## src/rtl/writeback_arbiter.sv

```systemverilog
`default_nettype none
// +--------------------------------------------------------------------------+
// | writeback_arbiter: RS/LSB result queues, round-robin onto one ROB port.  |
// | Optional WB_ARB_BYPASS_EN lets an empty-queue source skip its queue.     |
// | Revision: 1.0                                                            |
// +--------------------------------------------------------------------------+
module writeback_arbiter #(
   parameter int DEPTH = 4,
   parameter int TAG_W = 4
) (
   input  logic             clk_in,
   input  logic             rst_in,
   input  logic             rdy_in,
   input  logic             predict_fail,
   input  logic             rs_valid,
   input  logic [TAG_W-1:0] rs_tag,
   input  logic [31:0]      rs_val,
   input  logic             lsb_valid,
   input  logic [TAG_W-1:0] lsb_tag,
   input  logic [31:0]      lsb_val,
   output logic             rs_full,
   output logic             lsb_full,
   output logic             submit_valid,
   output logic [TAG_W-1:0] submit_tag,
   output logic [31:0]      submit_val,
   output logic             overflow_err
);
   localparam int PTR_W = (DEPTH > 1) ? $clog2(DEPTH) : 1;
   localparam int CNT_W = PTR_W + 1;
   localparam logic [CNT_W-1:0] FULL_CNT = CNT_W'(DEPTH);
   localparam logic [PTR_W-1:0] LAST_PTR = PTR_W'(DEPTH - 1);

   // Source index 0 is the RS, 1 is the LSB throughout.
   logic [1:0]       in_valid;
   logic [TAG_W-1:0] in_tag [2];
   logic [31:0]      in_val [2];

   logic [TAG_W-1:0] tag_mem [2][DEPTH];
   logic [31:0]      val_mem [2][DEPTH];
   logic [PTR_W-1:0] head [2];
   logic [PTR_W-1:0] tail [2];
   logic [CNT_W-1:0] cnt  [2];
   logic             rr_last;

   logic [1:0]       full;
   logic [1:0]       has;
   logic [1:0]       live;
   logic [1:0]       byp;
   logic [1:0]       elig;
   logic [1:0]       grant;
   logic [1:0]       push;
   logic [1:0]       pop;
   logic             act;
   logic             drop;
   logic             sel;
   logic [TAG_W-1:0] sel_tag;
   logic [31:0]      sel_val;

   assign in_valid  = {lsb_valid, rs_valid};
   assign in_tag[0] = rs_tag;
   assign in_tag[1] = lsb_tag;
   assign in_val[0] = rs_val;
   assign in_val[1] = lsb_val;
   assign act       = rdy_in & ~predict_fail;
   assign rs_full   = full[0];
   assign lsb_full  = full[1];

   function automatic logic [PTR_W-1:0] next_ptr(input logic [PTR_W-1:0] p);
      return (p == LAST_PTR) ? '0 : p + 1'b1;
   endfunction

   always_comb begin
      full = '0;
      has  = '0;
      live = '0;
      for (int s = 0; s < 2; s++) begin
         full[s] = (cnt[s] == FULL_CNT);
         has[s]  = (cnt[s] != '0);
         live[s] = in_valid[s] && (in_tag[s] != '0);
      end
   end

   always_comb begin
`ifdef WB_ARB_BYPASS_EN
      byp = ~has & live;
`else
      byp = '0;
`endif
      elig  = has | byp;
      grant = '0;
      if (act) begin
         if (elig == 2'b11) grant = rr_last ? 2'b01 : 2'b10;
         else               grant = elig;
      end
      pop  = grant & has;
      // A granted source with an empty queue is being bypassed, so it is not enqueued.
      push = act ? (live & ~full & ~(grant & ~has)) : 2'b00;
      drop = act & (|(live & full));
      sel  = grant[1];
      sel_tag = byp[sel] ? in_tag[sel] : tag_mem[sel][head[sel]];
      sel_val = byp[sel] ? in_val[sel] : val_mem[sel][head[sel]];
   end

   always_ff @(posedge clk_in) begin
      for (int s = 0; s < 2; s++) begin
         if (!rst_in && push[s]) begin
            tag_mem[s][tail[s]] <= in_tag[s];
            val_mem[s][tail[s]] <= in_val[s];
         end
      end
   end

   always_ff @(posedge clk_in) begin
      if (rst_in) begin
         for (int s = 0; s < 2; s++) begin
            head[s] <= '0;
            tail[s] <= '0;
            cnt[s]  <= '0;
         end
         rr_last      <= 1'b1;
         overflow_err <= 1'b0;
         submit_valid <= 1'b0;
         submit_tag   <= '0;
         submit_val   <= '0;
      end else if (rdy_in) begin
         if (predict_fail) begin
            for (int s = 0; s < 2; s++) begin
               head[s] <= '0;
               tail[s] <= '0;
               cnt[s]  <= '0;
            end
            rr_last      <= 1'b1;
            submit_valid <= 1'b0;
         end else begin
            for (int s = 0; s < 2; s++) begin
               if (push[s]) tail[s] <= next_ptr(tail[s]);
               if (pop[s])  head[s] <= next_ptr(head[s]);
               cnt[s] <= cnt[s] + CNT_W'(push[s]) - CNT_W'(pop[s]);
            end
            if (drop) overflow_err <= 1'b1;
            submit_valid <= |grant;
            if (|grant) begin
               submit_tag <= sel_tag;
               submit_val <= sel_val;
               rr_last    <= grant[1];
            end
         end
      end
   end

endmodule
`default_nettype wire

```

## config.mk

```make
export PLATFORM = sky130hd
export DESIGN_NAME = writeback_arbiter
export DESIGN_NICKNAME = d
export VERILOG_FILES = /design/src/rtl/writeback_arbiter.sv
export SDC_FILE = /design/constraint.sdc
export NUM_CORES = 1
export LEC_CHECK = 0
export CAP_MARGIN = 40
export CORE_ASPECT_RATIO = 0.8
export CORE_MARGIN = 5
export CORE_UTILIZATION = 50
export CTS_BUF_LIST = sky130_fd_sc_hd__clkbuf_2 sky130_fd_sc_hd__clkbuf_4 sky130_fd_sc_hd__clkbuf_8
export DETAILED_ROUTE_END_ITERATION = 10
export PLACE_DENSITY = 0.71
export SETUP_SLACK_MARGIN = 0.02
export SYNTH_ARGS = -nofsm -noshare
export SYNTH_HDL_FRONTEND = slang
export SYNTH_SLANG_ARGS = --single-unit
```

## constraint.sdc

```tcl
create_clock -name clk_in -period 4 [get_ports clk_in]
set_input_delay 1.2 -clock clk_in [delete_from_list [all_inputs] [get_ports clk_in]]
set_output_delay 1.2 -clock clk_in [all_outputs]
set_load 0.03 [all_outputs]
```

* After elaboration in Yosys (flattened, before gate mapping)
Memory sizes are Yosys's and may differ from the RTL's.
Index checks and enable logic that the tools add are counted.
** Operators by class
- Shift-type cells :: 0
- Magnitude comparators :: 7
- Bitwise logic cells :: 27
- Reductions and logical operators :: 17
- Add/subtract/negate cells :: 8
- Div/mod/pow operators :: 0
- Eq/ne operators :: 7
- Multiply operators :: 0
- Muxes and demuxes :: 82
** Operator list (number)
- $mux W128 :: 2
- $mux W32 :: 8
- $demux W32 S2 :: 2
- $bmux W32 S2 :: 1
- $mux W1 :: 36
- $mux W16 :: 2
- $mux W2 :: 16
- $mux W4 :: 8
- $demux W4 S2 :: 2
- $mux W3 :: 4
- $or A1 B1 Y1 :: 12
- $and A2 B2 Y2 :: 5
- $eq A2 B2 Y1 const B :: 5
- $ge A3 B3 Y1 const B :: 3
- $not A2 Y3 :: 3
- $add A2 B1 Y2 const B :: 4
- $bmux W4 S2 :: 1
- $reduce_bool A4 Y1 :: 2
- $add A3 B1 Y3 :: 2
- $eq A3 B3 Y1 const B :: 2
- $logic_and A1 B1 Y1 :: 6
- $lt A3 B1 Y1 const B :: 2
- $not A2 Y2 :: 3
- $reduce_and A3 Y1 :: 2
- other kinds (11) :: 15
** Storage, ports and cells
- Memories :: 5
- Bits in latches :: 0
- Register bits after elaboration :: 39
- Output and inout bits :: 40
- Bits in read-only memories :: 0
- RAM bits :: 302
** Memories
- val_mem :: depth 2, width 128, rd ports 1, clocked after memory_dff 0, wr ports 2, RTL line 39 : logic [31:0] val_mem [2][DEPTH];
- tag_mem :: depth 2, width 16, rd ports 1, clocked after memory_dff 0, wr ports 2, RTL line 38 : logic [TAG_W-1:0] tag_mem [2][DEPTH];
- cnt :: depth 2, width 3, rd ports 2, clocked after memory_dff 0, wr ports 2, RTL line 42 : logic [CNT_W-1:0] cnt [2];
- head :: depth 2, width 2, rd ports 3, clocked after memory_dff 0, wr ports 2, RTL line 40 : logic [PTR_W-1:0] head [2];
- tail :: depth 2, width 2, rd ports 2, clocked after memory_dff 0, wr ports 2, RTL line 41 : logic [PTR_W-1:0] tail [2];

* Logic depth before layout (Yosys ltp)
Gate-level depths: netlist of the first run.
An unclocked memory read counts as a cell.
- Depth after elaboration :: 15
- Mapped depth :: 12
- Gate-level depth less buffers :: 10

* Least setup slack after synthesis of the first run
Ideal clock, no wire load.
- Kind :: input port to flip-flop
- Start :: in rst_in
- End :: mem tag_mem[0][10] (netlist bit) (enable)
- Stages on the path :: 4
- Buffers on the path :: 1
- Data arrival time :: 2.955 ns
- Setup slack :: 0.649 ns
- Cells stage by stage :: buf_6 > or3b_4 > nor3_2 > and2_1
** RTL lines
- start, declared :: RTL line 12 : input logic rst_in,
- end, declared :: RTL line 38

==> results of run 1 <==
==> worst max-delay path, cell delays in order (launching register included) <==
cell and delay [ns]:
edfxtp_1 0.49, nor3b_1 0.49, clkdlybuf4s50_1 0.77
==> cells by family after synthesis <==
kind of cell	after synthesis
multiplexers	108
adder cells (fa/ha/maj)	16
flip-flops	341
AND/OR/NAND/NOR	50
AO/OA/AOI/OAI	46
XOR/XNOR	4
buffers and inverters	43
==> state kept, by name (all words and copies together), names as in the netlist <==
name / cells
tail: 4
overflow_err: 1
rr_last: 1
submit_tag: 4
submit_valid: 1
val_mem: 256
cnt: 6
head: 4
tag_mem: 32
submit_val: 32
==> layer usage <==
| metal | GRT usage [%] | vias to the layer above | share of wire, % | wire [um] |
|---|---|---|---|---|
| met1 | 25.13 | 3351 | 42 | 11290 |
| met3 | 4.326 | 40 | 6.6 | 1794 |
| li1 | - | 2858 | - | - |
| met5 | 0 | - | 0 | 0 |
| met4 | 4.444 | 0 | 1.8 | 482 |
| met2 | 30.81 | 270 | 50 | 13530 |
==> final cells by class <==
| type | count | area share (%) |
|---|---|---|
| Clock buffer | 79 | 5.992 |
| Timing Repair Buffer | 147 | 9.123 |
| Tap cell | 351 | 2.789 |
| Clock inverter | 13 | 0.3338 |
| Sequential cell | 341 | 62.56 |
| Multi-Input combinational cell | 224 | 18.84 |
| Inverter | 15 | 0.3576 |
==> metrics by stage <==
stage	area [um2]	setup slack (ns)	total power, mW	utilization [%]	hold slack [ns]
after floorplan	13060	0.6488	4.384	-	0.4880
final	15740	0.5030	7.284	61.73	0.4495
after global routing	15740	0.4275	7.574	61.73	0.4738
after detailed placement	14750	0.2198	4.654	57.82	0.4453
after global placement	14710	0.3778	4.623	57.66	0.4382
after CTS	15740	0.4788	7.369	61.73	0.4539
==> power by group through the flow <==
stage	Clock (mW)	Sequential [mW]	Combinational, mW
global route	2.95	3.98	0.638
CTS	2.79	3.98	0.605
detailed placement	0	4.05	0.603
floorplan	0	4.08	0.305
global placement	0	4.06	0.567
finish	2.71	3.98	0.596
==> cells in the mapped netlist, types with 3 or more instances <==
| cell | count |
|---|---|
| edfxtp_1 | 302 |
| xnor2_1 | 4 |
| nor2_1 | 5 |
| ha_1 | 14 |
| inv_1 | 15 |
| mux4_2 | 72 |
| dfxtp_1 | 39 |
| buf_4 | 7 |
| mux2i_1 | 36 |
| buf_12 | 3 |
| clkbuf_1 | 7 |
| buf_2 | 8 |
| and2_1 | 12 |
| nor3b_1 | 4 |
| nand2b_1 | 6 |
| nor3_1 | 9 |
| o2bb2ai_1 | 35 |
==> cell usage in the layout, fill, tap and decap left out, types with 2 or more instances in the layout <==
cell type,instances
o41ai_1,2
and2_1,4
mux2i_1,36
clkinv_2,3
xnor2_1,4
o2bb2ai_1,35
nor4b_1,2
nor3_2,2
clkbuf_4,23
edfxtp_1,302
nor2_1,5
mux4_2,72
nor3_1,9
dfxtp_1,39
o21ai_0,2
clkbuf_8,56
inv_1,15
nand2b_1,5
and2_2,8
fa_1,2
ha_1,14
a21oi_1,2
nor3b_2,2
buf_4,27
clkdlybuf4s50_1,117
nor3b_1,4
clkinv_1,10
==> how the worst max path moves through the flow <==
stage,slack [ns],cells past startpoint,start,endpoint
4_1_cts,0.48,2,cnt[0][1]$_SDFFCE_PN0P_,rs_full
2_1_floorplan,0.65,4,rst_in,tag_mem[0][10]$_DFFE_PP_
3_3_place_gp,0.38,10,predict_fail,cnt[0][2]$_SDFFCE_PN0P_
5_1_grt,0.43,2,cnt[0][4]$_SDFFCE_PN0P_,lsb_full
6_report,0.50,2,cnt[0][0]$_SDFFCE_PN0P_,rs_full
3_5_place_dp,0.22,10,predict_fail,cnt[0][2]$_SDFFCE_PN0P_
==> metrics.cfg, run 1 <==
[worst_hold_path]
hold_start = overflow_err$_SDFFE_PP0P_
hold-path-cell-count = 2
min_to = overflow_err$_SDFFE_PP0P_
hold_path_class = flip-flop to flip-flop

[clock_network]
cts.sinks = 341
cts_hold_repair.buffers = 0
cts_inserted_buffers = 51
post_cts_buffers = 0
cts.path.max_buffers = 3
root_buffer = clkbuf_8
ctsHtreeMaxLevel = 2
clock_latency_ns = 0.55
post_cts_resized = 0
cts_tree = yes
clkTransAtPathRegs_ns = 0.06

[synth]
synth_ff_type = edfxtp_1
netlist_area_um2 = 13060
seq_area_frac_synth_pct = 75.42
synth_area_leader_cell = edfxtp_1
synth-compound-area-share_pct = 2.960
synthAdderAreaFrac_pct = 1.648
ys_warn_count = 0
netlist_top_cells_area = edfxtp_1, mux4_2, dfxtp_1
async_reset_ff_share_pct = 0
syn-num-nets = 702
syn_area_per_cell_um2 = 21.48
synthCells = 608
synth_top_family_by_area = multiplexers
synthXorXnorAreaFrac_pct = 0.2683
synthMuxAreaShare_pct = 15.18
synthDominantCellAreaShare_pct = 69.44
yosysUniqueCellTypes = 38
synth.ff_latch_count = 341
synthSimpleGateAreaFrac_pct = 2.529
synth_edf_count = 302

[die]
die_w_um = 190.7
coreArea_um2 = 25500
start_util_pct = 51.21
core.rowCount = 52
ios = 118
die_y_um = 154.6
die-area_um2 = 29470

[worst_setup_path]
rr_startpoint = cnt[0][4]$_SDFFCE_PN0P_
critPathMaxFanout = 5
crit_type = flip-flop to output pin
crit_path_end_kind = output pin
rrSetupSlack_ns = 1.35
crit_path_start_kind = flip-flop
crit_arrival_ns = 2.30
r2r_cells = 10
required_ns = 2.80
r2r-end = cnt[0][2]$_SDFFCE_PN0P_

[routing]
drc = 0
ant_nets = 0
num_vias = 6519
dr.pass1.iters = 8
viasPerCell = 5.572
drt_wl_total_mm = 27.10
drtIter0Drc = 516
routedWlPerCell_um = 23.16

[pwr]
leakagePower_nw = 5.337
cellPowerDensity_nw_per_um2 = 462.7
switchingPower_mw = 1.565
swShare_pct = 21.48
seqPwrFrac_pct = 54.6
clkPwrFrac_pct = 37.2
p_int_mw = 5.720
p_comb_share_pct = 8.2
ir_drop_mv = 0.2740

[sta]
clock.fmax_ghz = 0.2860
period_minus_slack_ns = 3.497
slew_headroom_pct = 49.97
worst_pin_slew_ns = 0.7505
final_max_slew_viol_count = 0
post-route-period-util_pct = 87.43
fin_skew_ns = 0.01311
report.final.setup_viol = 0
rsz0062_at_grt = false
fin_tns_setup_ns = 0
hold_violations = 0

[final_layout]
syn_to_final_growth_pct = 20.55
insertedDiodeCount = 0
n_fill_cell = 1811
nets = 874
layout.cells.non_filler = 1170
final_layout_size_suffix_gt1_share_pct = 25.03
multi_input_area_um2 = 2967
register_area_um2 = 9849

[grt]
grt_use_total_pct = 18.48
antenna_found_initial = 0
grt_pass1_vias = 7064
grt_pass1_wl_mm = 41.53
grt_max_degree = 38
gr-total-overflow = 0

[place]
io_buffers = 117
routabilityCongestion = 0.8144
dp.cells = 1078
dpl.hpwl_mm = 17.80

[flow_run]
drv_cap = 0

[status]
outcome = finished clean

No activity file was read; power rests on OpenSTA's default activity.
==> run 2, diff against run 1 <==
Settings changed: ABC_AREA set to 1, CORE_ASPECT_RATIO 0.8 to 1.5, PLACE_DENSITY 0.71 to 0.7.
==> run 2 against run 1 <==
Net effect: hold slack improved by 0.024 ns; sequential power hardly changed; die area increased by 12%; core utilization down 1.4 points; critical endpoint unchanged; largest cell class unchanged; highest routed layer is now met5.
==> metrics.cfg, run 2 <==
[status]
outcome = finished clean  ; unchanged

[final_layout]
final_layout_size_suffix_gt1_share_pct = 8.545  ; was 25.03%
n_fill_cell = 2402  ; was 1,811
final_cell_mix = nand2_1, edfxtp_1, nand3_1  ; was edfxtp_1, clkdlybuf4s50_1, mux4_2
syn_to_final_growth_pct = 18.38  ; was 20.55%
nets = 1669  ; was 874
final_util_pct = 60.29  ; was 61.73%
mostFrequentLayoutCell = nand2_1  ; was edfxtp_1
largest_reg_flops = 256  ; unchanged

[pwr]
cellPowerDensity_nw_per_um2 = 439.5  ; was 462.7 nW/um2
leakagePower_nw = 7.418  ; was 5.337 nW
ir_drop_mv = 0.4078  ; was 0.2740 mV

[sta]
fin_tns_setup_ns = 0  ; unchanged
rsz0062_at_grt = false  ; unchanged
post-route-period-util_pct = 84.79  ; was 87.43%
hold_violations = 0  ; unchanged
report.final.setup_viol = 0  ; unchanged
fin_skew_ns = 0.009668  ; was 0.01311 ns
layout_setup_ws_ns = 0.6083  ; was 0.5030 ns
period_minus_slack_ns = 3.392  ; was 3.497 ns
final_max_slew_viol_count = 0  ; unchanged
slew_headroom_pct = 43.25  ; was 49.97%
worst_pin_slew_ns = 0.8513  ; was 0.7505 ns
clock.fmax_ghz = 0.2948  ; was 0.2860 GHz

[routing]
viasPerCell = 5.120  ; was 5.572
ant_nets = 0  ; unchanged
num_vias = 10280  ; was 6,519
routedWlPerCell_um = 17.31  ; was 23.16 um
drt_wl_total_mm = 34.74  ; was 27.10 mm
drtIter0Drc = 645  ; was 516
dr.pass1.iters = 5  ; was 8
drc = 0  ; unchanged

[synth]
synth_edf_count = 302  ; unchanged
async_reset_ff_share_pct = 0  ; unchanged
synthCells = 1452  ; was 608
netlist_top_cells_area = edfxtp_1, nand2_1, nand3_1  ; was edfxtp_1, mux4_2, dfxtp_1
synth_ff_type = edfxtp_1  ; unchanged
seq_area_frac_synth_pct = 67.12  ; was 75.42%
syn-num-nets = 1546  ; was 702
yosysUniqueCellTypes = 25  ; was 38
syn_area_per_cell_um2 = 10.11  ; was 21.48 um2
ys_warn_count = 0  ; unchanged
synth_area_leader_cell = edfxtp_1  ; unchanged
synth_common_cells = nand2_1, edfxtp_1, nand3_1  ; was edfxtp_1, mux4_2, dfxtp_1
synth.ff_latch_count = 341  ; unchanged
synthDominantCellAreaShare_pct = 61.80  ; was 69.44%
synth_most_common_cell = nand2_1  ; was edfxtp_1
netlist_area_um2 = 14670  ; was 13,060 um2

[worst_setup_path]
crit_type = flip-flop to output pin  ; unchanged
crit_arrival_ns = 2.19  ; was 2.30 ns
critPathBufInv = 1  ; unchanged
crit_chain = nor3_1 -> clkdlybuf4s50_1  ; was nor3b_1 -> clkdlybuf4s50_1
r2r-end = submit_val[28]$_SDFFE_PP0P_  ; was cnt[0][2]$_SDFFCE_PN0P_
crit_path_start = cnt[0][1]$_SDFFCE_PN0P_  ; was cnt[0][0]$_SDFFCE_PN0P_
rrSetupSlack_ns = 1.44  ; was 1.35 ns
required_ns = 2.80  ; about the same
critPathMaxStageDelay_ns = 0.76  ; was 0.77 ns
crit_path_end_kind = output pin  ; unchanged
cp_num_cells = 2  ; unchanged
r2r_cells = 10  ; unchanged
crit_family = buffers and inverters  ; unchanged
crit_path_start_kind = flip-flop  ; unchanged
critPathMaxFanout = 3  ; was 5
rr_startpoint = cnt[0][4]$_SDFFCE_PN0P_  ; unchanged
crit_path_top_delay_cell = clkdlybuf4s50_1  ; unchanged
endpoint = rs_full  ; unchanged

[clock_network]
cts_hold_repair.buffers = 0  ; unchanged
clkTransAtPathRegs_ns = 0.06  ; about the same
cts.sinks = 341  ; unchanged
cts.path.max_buffers = 3  ; unchanged
post_cts_buffers = 0  ; unchanged
root_buffer = clkbuf_8  ; unchanged
ctsHtreeMaxLevel = 2  ; unchanged
cts_tree = yes  ; unchanged
clock_latency_ns = 0.58  ; was 0.55 ns
post_cts_resized = 0  ; unchanged
cts_inserted_buffers = 49  ; was 51

[grt]
antenna_found_initial = 2  ; was 0
grt_pass1_wl_mm = 54.25  ; was 41.53 mm
grt_max_degree = 145  ; was 38
grt_pass1_vias = 10100  ; was 7,064
grt_use_total_pct = 21.25  ; was 18.48%
gr-total-overflow = 0  ; unchanged

[die]
die_w_um = 149.9  ; was 190.7 um
ios = 118  ; unchanged
die_y_um = 219.8  ; was 154.6 um
die-area_um2 = 32940  ; was 29,470 um2
core.rowCount = 76  ; was 52
start_util_pct = 50.93  ; was 51.21%
coreArea_um2 = 28810  ; was 25,500 um2

[place]
routabilityCongestion = 0.8029  ; was 0.8144
io_buffers = 117  ; unchanged
dp_slack_ns = 0.2799  ; was 0.2198 ns
dpl.hpwl_mm = 21.55  ; was 17.80 mm

[flow_run]
drv_cap = 0  ; unchanged

[worst_hold_path]
hold_path_class = flip-flop to flip-flop  ; unchanged

## run 2: worst min path at each step
stage / start / end / slack (ns) / depth (start not counted)
floorplan: rr_last$_SDFFE_PP1P_ / rr_last$_SDFFE_PP1P_ / 0.50 / 2
global placement: submit_valid$_SDFFE_PP0P_ / submit_valid$_SDFFE_PP0P_ / 0.46 / 2
detailed placement: submit_valid$_SDFFE_PP0P_ / submit_valid$_SDFFE_PP0P_ / 0.46 / 2
CTS: submit_valid$_SDFFE_PP0P_ / submit_valid$_SDFFE_PP0P_ / 0.48 / 2
global route: submit_valid$_SDFFE_PP0P_ / submit_valid$_SDFFE_PP0P_ / 0.52 / 2
finish: submit_valid$_SDFFE_PP0P_ / submit_valid$_SDFFE_PP0P_ / 0.47 / 2
## run 2: layout make-up
| cell class | instances | area [um2] | area share [%] |
|---|---|---|---|
| clock inverter | 20 | 115.1 | 0.6626 |
| timing repair buffer | 152 | 1567 | 9.018 |
| antenna | 2 | 5.005 | 0.02881 |
| tap | 390 | 488.0 | 2.809 |
| multi-input combinational | 921 | 4070 | 23.43 |
| clock buffer | 71 | 864.6 | 4.977 |
| inverter | 110 | 412.9 | 2.377 |
| sequential | 341 | 9849 | 56.70 |
## run 2: through the flow
stage	power, mW	cells	hold slack (ns)	cell area, um2
final	7.635	2007	0.4733	17370
after global routing	7.977	2006	0.5155	17370
after CTS	7.696	2005	0.4781	17370
after detailed placement	5.004	1914	0.4642	16390
after global placement	4.984	1912	0.4601	16340
after floorplan	4.627	1452	0.5027	14670
## run 2: cell families (layout without fill, tap and decap cells)
logic type | Yosys count | in the layout | share of synthesized area [%]
AND/OR/NAND/NOR | 856 | 856 | 23.69
flip-flops | 341 | 341 | 67.12
buffers and inverters | 190 | 353 | 5.807
AO/OA/AOI/OAI | 45 | 45 | 1.680
adder cells (fa/ha/maj) | 16 | 16 | 1.467
XOR/XNOR | 4 | 4 | 0.2388
other | 0 | 2 | 0
## run 2: tightest hold or removal path: cells and delay by family, from the launching register on
kind,cells,cell delay (ns)
flip-flops,1,0.31
buffers and inverters,1,0.04
AO/OA/AOI/OAI,1,0.07
## run 2: where the power goes
| part | internal [mW] | leakage [nW] | switching, mW |
|---|---|---|---|
| sequential | 3.95 | 3.07 | 0.0381 |
| clock | 1.45 | 0.525 | 1.25 |
| combinational | 0.323 | 3.83 | 0.619 |
| total | 5.73 | 7.42 | 1.91 |
## run 2: per-layer routing
metal	routed length, um	vias up	GRT usage [%]
met1	13330	4875	25.24
met3	2172	68	3.868
met2	18320	310	38.53
met5	11	-	0
met4	901	2	7.357
li1	-	5020	-
==> run 3, diff against run 2 <==
Clock period 4 ns to 3.5 ns, I/O delays scaled along.
==> run 3 against run 2 <==
Net effect: die area stayed put; first-iteration DRC count is 9.8% lower; total power is 15% higher; final cell count is 0.15% higher; hold slack hardly changed; critical path depth stayed put; clock skew is 0.012 ns higher; sequential share of layout area is 0.47 points lower; worst setup slack worse by 0.34 ns; count of clock-buffer cells in the layout is 4 higher; largest cell class unchanged.
==> metrics.cfg, run 3 (synthesis gave the netlist of run 2 again) <==
[sta]
report.final.setup_viol = 0  ; unchanged
fin_skew_ns = 0.02119  ; was 0.009668 ns
slew_headroom_pct = 41.10  ; was 43.25%
post-route-period-util_pct = 92.33
period_minus_slack_ns = 3.232
hold_violations = 0  ; unchanged
clock.fmax_ghz = 0.3094
worst_pin_slew_ns = 0.8835  ; was 0.8513 ns
final_max_slew_viol_count = 0  ; unchanged
rsz0062_at_grt = false  ; unchanged
timing.hold.ws_ns = 0.4737  ; was 0.4733 ns

[final_layout]
multi_input_area_um2 = 4070  ; unchanged
mostFrequentLayoutCell = nand2_1  ; unchanged
final_cell_mix = nand2_1, edfxtp_1, nand3_1  ; unchanged
final_layout_size_suffix_gt1_share_pct = 9.023  ; was 8.545%
n_fill_cell = 2317  ; was 2,402
largest_reg_flops = 256  ; unchanged
register_area_um2 = 9849  ; unchanged
final_util_pct = 60.80  ; was 60.29%
syn_to_final_growth_pct = 19.38  ; was 18.38%
nets = 1674  ; was 1,669
final_area_um2 = 17520  ; was 17,370 um2

[clock_network]
root_buffer = clkbuf_8  ; unchanged
cts.sinks = 341  ; unchanged
cts_tree = yes  ; unchanged
cts_inserted_buffers = 50  ; was 49
post_cts_resized = 0  ; unchanged
clkTransAtPathRegs_ns = 0.07  ; was 0.06 ns
ctsHtreeMaxLevel = 2  ; unchanged
cts.path.max_buffers = 3  ; unchanged
clock_latency_ns = 0.58  ; about the same
cts_hold_repair.buffers = 0  ; unchanged
post_cts_buffers = 0  ; unchanged

[die]
core.rowCount = 76  ; unchanged
die-area_um2 = 32940  ; unchanged
ios = 118  ; unchanged
start_util_pct = 50.93  ; unchanged
coreArea_um2 = 28810  ; unchanged
die_y_um = 219.8  ; unchanged
die_w_um = 149.9  ; unchanged

[place]
routabilityCongestion = 0.8433  ; was 0.8029
io_buffers = 117  ; unchanged
placed_cell_area_um2 = 16510  ; was 16,390 um2
dpl.hpwl_mm = 20.55  ; was 21.55 mm

[routing]
drc = 0  ; unchanged
routedWlPerCell_um = 17.17  ; was 17.31 um
ant_nets = 0  ; unchanged
dr.pass1.iters = 5  ; unchanged
num_vias = 10360  ; was 10,280
viasPerCell = 5.153  ; was 5.120
drt_wl_total_mm = 34.52  ; was 34.74 mm
drtIter0Drc = 582  ; was 645

[pwr]
cellPowerDensity_nw_per_um2 = 503.3  ; was 439.5 nW/um2
seqPwrFrac_pct = 51.6  ; was 52.2%
swShare_pct = 24.91  ; was 25.01%
switchingPower_mw = 2.196  ; was 1.909 mW
clkPwrFrac_pct = 36.0  ; was 35.5%
p_int_mw = 6.620  ; was 5.725 mW
p_comb_share_pct = 12.3  ; about the same
ir_drop_mv = 0.4089  ; was 0.4078 mV
power_mw = 8.817  ; was 7.635 mW
leakagePower_nw = 7.474  ; was 7.418 nW

[grt]
grt_pass1_wl_mm = 54.11  ; was 54.25 mm
antenna_found_initial = 2  ; unchanged
gr-total-overflow = 0  ; unchanged
grt_use_total_pct = 21.28  ; was 21.25%
grt_pass1_vias = 10330  ; was 10,100
grt_max_degree = 103  ; was 145

[worst_setup_path]
crit_type = flip-flop to output pin  ; unchanged
r2r_cells = 10  ; unchanged
crit_path_top_delay_cell = clkdlybuf4s50_1  ; unchanged
rr_startpoint = cnt[0][4]$_SDFFCE_PN0P_  ; unchanged
endpoint = rs_full  ; unchanged
crit_arrival_ns = 2.18  ; was 2.19 ns
crit_path_start = cnt[0][1]$_SDFFCE_PN0P_  ; unchanged
critPathMaxStageDelay_ns = 0.76  ; about the same
crit_path_end_kind = output pin  ; unchanged
crit_chain = nor3_1 -> clkdlybuf4s50_1  ; unchanged
critPathMaxFanout = 3  ; unchanged
required_ns = 2.45  ; was 2.80 ns
r2r-end = cnt[0][5]$_SDFFCE_PN0P_  ; was submit_val[28]$_SDFFE_PP0P_
crit_path_start_kind = flip-flop  ; unchanged
rrSetupSlack_ns = 1.10  ; was 1.44 ns

[flow_run]
drv_cap = 0  ; unchanged

[status]
outcome = finished clean  ; unchanged

[worst_hold_path]
hold_path_class = flip-flop to flip-flop  ; unchanged
hold-path-cell-count = 2  ; unchanged

## run 3: cell types whose count changed in the layout (fill, tap and decap cells not counted), sizes merged
cell    previous run  this run
buf               35        39
clkbuf            71        75
clkinv            18        13
## run 3: worst min path at each step
stage / from / to / slack, ns
CTS: submit_valid$_SDFFE_PP0P_ / submit_valid$_SDFFE_PP0P_ / 0.48
global placement: submit_valid$_SDFFE_PP0P_ / submit_valid$_SDFFE_PP0P_ / 0.46
floorplan: rr_last$_SDFFE_PP1P_ / rr_last$_SDFFE_PP1P_ / 0.50
global route: submit_valid$_SDFFE_PP0P_ / submit_valid$_SDFFE_PP0P_ / 0.53
detailed placement: submit_valid$_SDFFE_PP0P_ / submit_valid$_SDFFE_PP0P_ / 0.47
finish: submit_valid$_SDFFE_PP0P_ / submit_valid$_SDFFE_PP0P_ / 0.47
## run 3: worst max-delay path: cells and delay by family (launching register included)
family                 cells  cell delay, ns
buffers and inverters      1            0.76
AND/OR/NAND/NOR            1            0.42
flip-flops                 1            0.43
## run 3: power by group through the flow
stage	combinational [mW]	clock [mW]	sequential, mW
after global routing	1.21	3.44	4.56
after detailed placement	1.09	0	4.64
final	1.09	3.18	4.55
after floorplan	0.568	0	4.72
after CTS	1.10	3.25	4.55
after global placement	1.07	0	4.63
## run 3: final cells by class
class / count / area share, %
flip-flops and latches: 341 / 56.22
multi-input cells: 921 / 23.23
repair buffers: 156 / 9.642
clock buffers: 75 / 5.178
well taps: 390 / 2.786
inverters: 110 / 2.357
clock inverters: 15 / 0.5500
diodes: 2 / 0.02857
## run 3: stage by stage
stage	std cells	setup WS, ns	TNS [ns]
after floorplan	1452	-0.03426	-9.079
after global placement	1918	0.1358	0
after detailed placement	1918	0.1355	0
after CTS	2008	0.2074	0
after global routing	2010	0.1454	0
final	2010	0.2683	0
## run 3: routing by layer
metal	vias to the layer above	part of all wire (%)	global-route usage [%]
met5	-	0	0
met4	0	3.2	8.242
met3	88	5.3	3.826
met2	306	52	38.17
met1	4935	40	25.29
li1	5028	-	-
